## config.mk

```make
export PLATFORM = sky130hd
export DESIGN_NAME = fetch_unit
export DESIGN_NICKNAME = d
export VERILOG_FILES = /design/src/rtl/fetch_unit.sv
export SDC_FILE = /design/constraint.sdc
export NUM_CORES = 1
export LEC_CHECK = 0
export CELL_PAD_IN_SITES_DETAIL_PLACEMENT = 1
export CELL_PAD_IN_SITES_GLOBAL_PLACEMENT = 1
export CORE_MARGIN = 5
export CORE_UTILIZATION = 40
export DETAILED_ROUTE_END_ITERATION = 6
export HOLD_SLACK_MARGIN = 0.06
export PLACE_DENSITY = 0.78
export SKIP_CTS_REPAIR_TIMING = 1
export SLEW_MARGIN = 25
export SYNTH_ARGS = -nofsm -noshare
export SYNTH_HDL_FRONTEND = slang
export SYNTH_SLANG_ARGS = --single-unit
```

## constraint.sdc

```tcl
create_clock -name clk_i -period 4.3 [get_ports clk_i]
set_input_delay 0.86 -clock clk_i [delete_from_list [all_inputs] [get_ports clk_i]]
set_output_delay 0.86 -clock clk_i [all_outputs]
set_load 0.02 [all_outputs]
```

## src/rtl/fetch_unit.sv

```systemverilog
// Front-end fetch stage: owns the PC, reads the instruction ROM and queues
// {pc, instr} pairs for decode over a valid/ready handshake.
//
// Ports:
//   clk_i, rst_i       clock, synchronous active-high reset
//   imem_addr_o        byte address to the combinational ROM (= fetch_pc)
//   imem_instr_i       ROM word for imem_addr_o
//   redirect_i         flush the queue and restart fetch at redirect_pc_i
//   redirect_pc_i      redirect target, bits [1:0] ignored
//   instr_valid_o      queue head is valid
//   instr_ready_i      decode accepts the head this cycle
//   instr_o, pc_o      queue head instruction and its PC
module fetch_unit #(
    parameter logic [31:0] RESET_PC    = 32'h0000_0000,
    parameter int          QUEUE_DEPTH = 2
) (
    input  logic        clk_i,
    input  logic        rst_i,
    output logic [31:0] imem_addr_o,
    input  logic [31:0] imem_instr_i,
    input  logic        redirect_i,
    input  logic [31:0] redirect_pc_i,
    output logic        instr_valid_o,
    input  logic        instr_ready_i,
    output logic [31:0] instr_o,
    output logic [31:0] pc_o
);

    localparam int PW = $clog2(QUEUE_DEPTH);
    localparam int CW = $clog2(QUEUE_DEPTH + 1);
    localparam logic [CW-1:0] FULL = CW'(QUEUE_DEPTH);

    typedef struct packed {
        logic [31:0] pc;
        logic [31:0] instr;
    } entry_t;

    entry_t          queue_q [QUEUE_DEPTH];
    logic [31:0]     fetch_pc;
    logic [PW-1:0]   rd_ptr;
    logic [PW-1:0]   wr_ptr;
    logic [CW-1:0]   count;
    logic            push;
    logic            pop;
    logic            unused_pc_bits;

    assign unused_pc_bits = ^redirect_pc_i[1:0];

    assign imem_addr_o   = fetch_pc;
    assign instr_valid_o = (count != '0);
    assign instr_o       = queue_q[rd_ptr].instr;
    assign pc_o          = queue_q[rd_ptr].pc;

    // A redirect kills the head even if decode is ready, so it never pops.
    assign pop  = instr_valid_o & instr_ready_i & ~redirect_i;
    // A full queue can still accept a word when the head leaves this cycle.
    assign push = ~redirect_i & ((count < FULL) | pop);

    always_ff @(posedge clk_i) begin
        if (rst_i) begin
            fetch_pc <= RESET_PC;
            rd_ptr   <= '0;
            wr_ptr   <= '0;
            count    <= '0;
            // Cleared so the head reads zero while empty after reset.
            for (int i = 0; i < QUEUE_DEPTH; i++) begin
                queue_q[i] <= '0;
            end
        end else if (redirect_i) begin
            fetch_pc <= {redirect_pc_i[31:2], 2'b00};
            rd_ptr   <= wr_ptr;
            count    <= '0;
        end else begin
            if (push) begin
                queue_q[wr_ptr] <= '{pc: fetch_pc, instr: imem_instr_i};
                wr_ptr          <= wr_ptr + PW'(1);
                fetch_pc        <= fetch_pc + 32'd4;
            end
            if (pop) begin
                rd_ptr <= rd_ptr + PW'(1);
            end
            if (push && !pop) begin
                count <= count + CW'(1);
            end else if (pop && !push) begin
                count <= count - CW'(1);
            end
        end
    end

endmodule

```

Word-level counts from Yosys, hierarchy flattened --
Memories as Yosys holds them, arrays and structs flattened. A register that Yosys moved wholly into a read port is not among the register bits. Index checks and enable logic that the tools add are counted.
Word-level totals: memories 1, latch bits 0, bits in registers 36, output and inout port bits 97, memory bits (writable) 128, word-level logic and storage cells 45, memory bits (read-only) 0, bits of input ports 68
Memory list:
- queue_q | words 2, width 64, rd ports 1, clocked after Yosys merged registers in 1, write ports 2, line 38 | entry_t queue_q [QUEUE_DEPTH];
Cells by class: $mul 0, bitwise operators 5, reductions and logical operators 11, shift operators 0, multiplexer cells 17, add/sub/neg operators 5, $lt $le $gt $ge 1, divide/modulo/power cells 0, equal/unequal tests 0
Operator list (number):
- $mux W32 | 2
- $mux W64 | 1
- $reduce_or A64 Y1 | 1
- $add A32 B3 Y32 const B | 1
- $mux W1 | 12
- $reduce_bool A2 Y1 | 4
- $mux W2 | 2
- $and A1 B1 Y1 | 3
- $add A1 B1 Y1 const B | 2
- $add A2 B1 Y2 const B | 1
- $logic_and A1 B1 Y1 | 2
- $logic_not A1 Y1 | 2
- $lt A2 B2 Y1 const B | 1
- $reduce_and A2 Y1 | 1
- $reduce_or A2 Y1 | 1
- $sub A2 B1 Y2 const B | 1
- $not A1 Y1 | 1
- $or A1 B1 Y1 | 1

Depth between registers and ports, before layout --
Gate-level depths: netlist (run 1).
word-level depth 11, gate-level depth with buffers 9, depth with buffers taken out 7

Worst setup path before layout (run 1) --
No wires, ideal clock.
kind input -> register, from in redirect_i, to mem queue_q[0][0] in the netlist's numbering (enable), setup slack 1006 ps, data required time 3881 ps, buffers on the path 2, library setup time 419 ps, data arrival time 2875 ps, cell stages on the path 5, path through buf_2 -> nand2b_4 -> buf_6 -> a21oi_1 -> a21o_1
RTL lines:
- start, declared | line 21 | input logic redirect_i,
- end, declared | line 38

==> results.cfg, run 1 <==
[logic_synthesis]
async_flop_share_pct = 0
ys_seq_elements = 159
synth-edff-count = 124
ys.flop_type = edfxtp_1
synth_cell_types = 53
ys_seq_area_share_pct = 59.8
syn_avg_cell_area_um2 = 12.5
yosysWarningCount = 0
syn_area_mm2 = 0.00740
synth_cells = 590

[sta]
final-hold-violation-count = 0
clock.fmax_ghz = 0.305
fin_crit_sh_pct = 76.2
setup_violations = 0
rsz0062_at_grt = no
skew_ps = 10.1
tightest_slew_ps = 919
setup_ws_ps = 1020
slew_violations = 0
relSlewSlack_pct = 38.7
layout_min_cycle_time_ps = 3280
tns_ps = 0

[final_layout]
final_core_util_pct = 54.3
nNetsFinal = 806
final_common_cell = clkdlybuf4s50_1
area_growth_pct = 32.7
diodes = 0
final_cell_mix = clkdlybuf4s50_1 (158), and2_1 (126), edfxtp_1 (124), mux2_2 (62), dfxtp_1 (34)
fill_cells = 1816
drive_gt1_share_pct = 15.5
postLayoutCellArea_mm2 = 0.00982

[critical_path]
cp_max_fo = 62
startpoint_type = register
cp.buffers_inverters = 1
arrival_ps = 2420
path_cells = mux2_2 -> clkdlybuf4s50_1
crit_type = reg2out
worst_ep_required_time_ps = 3440
crit_path_end_kind = primary output
cp_top_family = flip-flops
critPathSlowestCell = dfxtp_4
crit_path_max_incr_delay_ps = 890

[placement]
dp_slack_ps = 849
gp_congestion = 0.828
place_area_mm2 = 0.00918
io_buffers = 158
dpl.hpwl_mm = 13.4

[die]
die_h_um = 146
core_mm2 = 0.0181
io_pins = 165
fp-row-count = 49
start_util_pct = 40.9
die_w_um = 146
die_area_mm2 = 0.0213

[global_routing]
grt_pass1_wl_mm = 31.8
grt_max_degree = 63
grtUsageTotal_pct = 18.9
antenna_found_initial = 0
overflow = 0
grt_pass1_vias = 5703

[drt]
wl_per_cell_um = 20.5
drc = 0
ant_nets = 0
viasPerCell = 5.39
via_count = 5275
drt_iter0_markers = 246
firstDrtPassIters = 4
drt-total-wl_mm = 20.1

[pwr]
seqPwrFrac_pct = 45.4
p_sw_uw = 1000
p_comb_share_pct = 15.7
p_int_uw = 3130
vdd_drop_max_uv = 286
switching_share_pct = 24.3
p_clk_share_pct = 39.0
power_density_mw_per_mm2 = 422
leakagePower_uw = 0.00357
report.power.total_uw = 4140

[clock_tree]
tritoncts = yes
cts.sinks = 159
cts.clk_slew.worst_paths_ps = 60
worstSkewPairLatency_ps = 420
root_buffer = clkbuf_16
cts_inserted_buffers = 17
htreeDepth = 4
clock_path_buffers = 2

[outcome]
outcome = completed

[flow_run]
maxCapViolCount = 0

[hold_path]
hold_class = reg2reg
==> tightest hold or removal path: stages, from the launching register on <==
cell	delay, ps
dfxtp_1	350
o31ai_1	80
a311oi_1	80
==> metrics by stage <==
stage | hold slack [ps] | cells
final | 565 | 978
after detailed placement | 561 | 945
after global placement | 546 | 945
after floorplan | 506 | 593
after global routing | 602 | 978
after CTS | 570 | 977
==> cell type report <==
| cell class | count | area (um^2) | share of cell area (%) |
|---|---|---|---|
| clock buffer | 20 | 437 | 4.45 |
| multi-input combinational | 379 | 2770 | 28.2 |
| inverter | 13 | 48.8 | 0.497 |
| sequential | 159 | 4430 | 45.1 |
| tap | 229 | 287 | 2.92 |
| timing repair buffer | 166 | 1650 | 16.9 |
| clock inverter | 12 | 191 | 1.95 |
==> state kept, by name, indices dropped and copies added (netlist names), named ones only <==
| name | cells |
|---|---|
| rd_ptr | 1 |
| count | 2 |
| imem_addr_o | 30 |
| queue_q | 124 |
| wr_ptr | 1 |
==> power groups by stage <==
stage	registers, uW	clock network, uW	logic (uW)
3_5_place_dp	1910	0	653
3_3_place_gp	1900	0	640
6_report	1880	1610	648
5_1_grt	1890	1710	687
4_1_cts	1880	1640	658
2_1_floorplan	1880	0	335
==> cells in the mapped netlist, types with 5 or more instances <==
cell type | instances | area [um^2]
a21oi_1 | 6 | 30.0
nand4_1 | 9 | 56.3
nor2_1 | 29 | 109
and2_1 | 126 | 788
o21ai_0 | 14 | 70.1
a311oi_1 | 17 | 149
mux2_2 | 62 | 698
dfxtp_1 | 35 | 701
edfxtp_1 | 124 | 3720
and3_1 | 5 | 31.3
xnor2_1 | 7 | 61.3
clkbuf_1 | 32 | 120
nand3_1 | 8 | 40.0
o31ai_1 | 14 | 105
a211oi_1 | 8 | 60.1
or4_1 | 14 | 105
inv_1 | 12 | 45.0
nand2_1 | 11 | 41.3
==> kinds of logic (layout without fill, tap and decap cells) <==
kind of cell,count (synthesis),after routing,share of synthesized area (%)
AOI/OAI and AO/OA,77,77,7.68
buffers and inverters,55,211,3.25
adders and majority gates,2,2,0.338
DFF,159,159,59.8
muxes,62,62,9.44
and+or+nand+nor,224,224,18.3
other,1,4,0.0507
xor gates and xnor gates,10,10,1.18
==> layer usage <==
metal,vias up,track usage [%],wire length (um)
met5,-,0,0
met4,0,5.55,267
met3,19,3.63,830
met2,144,34.5,10500
met1,2646,22.8,8460
li1,2466,-,-
==> worst paths after layout <==
kind	start	end	slack [ps]	cells past startpoint
hold reg to reg	imem_addr_o[17]$_SDFFE_PP0P_	imem_addr_o[17]$_SDFFE_PP0P_	560	2
setup / recovery	register	pc_o[14]	1020	2
setup reg to reg	imem_addr_o[16]$_SDFFE_PP0P_	imem_addr_o[29]$_SDFFE_PP0P_	1960	4
hold / removal	imem_addr_o[17]$_SDFFE_PP0P_	imem_addr_o[17]$_SDFFE_PP0P_	560	2
(Power assumes the default switching activity.)
==> run 2, diff against run 1 <==
clock period = 3.4 ns   (was 4.3 ns; I/O delays follow)
==> results.cfg, run 2 (synthesized netlist as in run 1, its figures left out) <==
[pwr]
seqPwrFrac_pct = 44.8
power_density_mw_per_mm2 = 528
p_clk_share_pct = 38.8
switching_share_pct = 24.2
leakagePower_uw = 0.00363
p_sw_uw = 1270
vdd_drop_max_uv = 374
p_comb_share_pct = 16.4
p_int_uw = 3970

[global_routing]
grt_max_degree = 63
grt_pass1_wl_mm = 31.3
overflow = 0
grtUsageTotal_pct = 18.6
grt_pass1_vias = 5758
antenna_found_initial = 0

[sta]
slew_violations = 0
layout_min_cycle_time_ps = 2900
whs_ps = 591
skew_ps = 5.78
fin_crit_sh_pct = 85.4
tightest_slew_ps = 754
tns_ps = 0
final-hold-violation-count = 0
setup_violations = 0
rsz0062_at_grt = no
relSlewSlack_pct = 49.5
clock.fmax_ghz = 0.345

[drt]
drt-total-wl_mm = 20.0
drt_iter0_markers = 243
drc = 0
firstDrtPassIters = 4
ant_nets = 0
viasPerCell = 5.39
via_count = 5323
wl_per_cell_um = 20.3

[final_layout]
nNetsFinal = 816
drive_gt1_share_pct = 16.2
final_cell_mix = clkdlybuf4s50_1 (158), and2_1 (126), edfxtp_1 (124), mux2_2 (62), dfxtp_1 (34)
final_common_cell = clkdlybuf4s50_1
top_register = queue_q
area_growth_pct = 34.1
fill_cells = 1837
seq_area_mm2 = 0.00443
multi_input_area_mm2 = 0.00277
diodes = 0
largest_reg_flops = 124

[critical_path]
startpoint_type = register
arrival_ps = 2220
crit_path_end_kind = primary output
cp_max_fo = 23
crit_type = reg2out
worst_ep_required_time_ps = 2720

[die]
start_util_pct = 40.9
io_pins = 165
fp-row-count = 49
die_w_um = 146
die_h_um = 146
die_area_mm2 = 0.0213
core_mm2 = 0.0181

[placement]
io_buffers = 158
gp_congestion = 0.824
dpl.hpwl_mm = 13.8

[hold_path]
hold_class = reg2reg

[clock_tree]
worstSkewPairLatency_ps = 420
htreeDepth = 4
cts_inserted_buffers = 17
cts.clk_slew.worst_paths_ps = 60
root_buffer = clkbuf_16
cts.sinks = 159
tritoncts = yes
clock_path_buffers = 2

[flow_run]
maxCapViolCount = 0

[outcome]
outcome = completed
run 2: layout make-up:
type | count | area share (%)
clock buffers | 19 | 4.36
clock inverters | 13 | 1.95
inverters | 13 | 0.492
multi-input cells | 379 | 27.9
flip-flops and latches | 159 | 44.6
well taps | 229 | 2.89
repair buffers | 176 | 17.8
run 2: layer usage:
| layer | vias to the layer above | global-route usage (%) | wire (um) |
|---|---|---|---|
| met1 | 2692 | 22.7 | 8520 |
| li1 | 2483 | - | - |
| met4 | 0 | 6.26 | 357 |
| met3 | 22 | 3.19 | 604 |
| met2 | 126 | 33.5 | 10600 |
| met5 | - | 0 | 0 |
run 2: power groups by stage:
| stage | logic, uW | registers, uW | clock network (uW) |
|---|---|---|---|
| finish | 858 | 2350 | 2040 |
| global route | 908 | 2370 | 2160 |
| CTS | 871 | 2350 | 2080 |
| detailed placement | 866 | 2390 | 0 |
| global placement | 848 | 2380 | 0 |
| floorplan | 423 | 2380 | 0 |
run 2: worst paths after layout:
check	start	end	slack [ps]	cells after the start
worst max-delay path	register	instr_o[9]	500	3
worst min-delay path	imem_addr_o[30]$_SDFFE_PP0P_	imem_addr_o[30]$_SDFFE_PP0P_	590	2
worst max register to register	imem_addr_o[15]$_SDFFE_PP0P_	imem_addr_o[22]$_SDFFE_PP0P_	1020	4
worst min register to register	imem_addr_o[30]$_SDFFE_PP0P_	imem_addr_o[30]$_SDFFE_PP0P_	590	2
run 2: worst max-delay path, stage by stage (launching register included):
cell and delay, ps:
dfxtp_4 480, buf_4 360, mux2_2 390, clkdlybuf4s50_1 540
run 2: stage by stage:
step / cells / power [uW] / setup WS (ps) / area (um^2) / utilization, %
after global routing: 988 / 5440 / 414 / 9930 / 54.9
after CTS: 987 / 5300 / 448 / 9920 / 54.8
final: 988 / 5240 / 497 / 9930 / 54.9
after detailed placement: 955 / 3260 / 476 / 9290 / 51.4
after global placement: 955 / 3220 / 573 / 9290 / 51.4
after floorplan: 593 / 2800 / 286 / 7410 / -
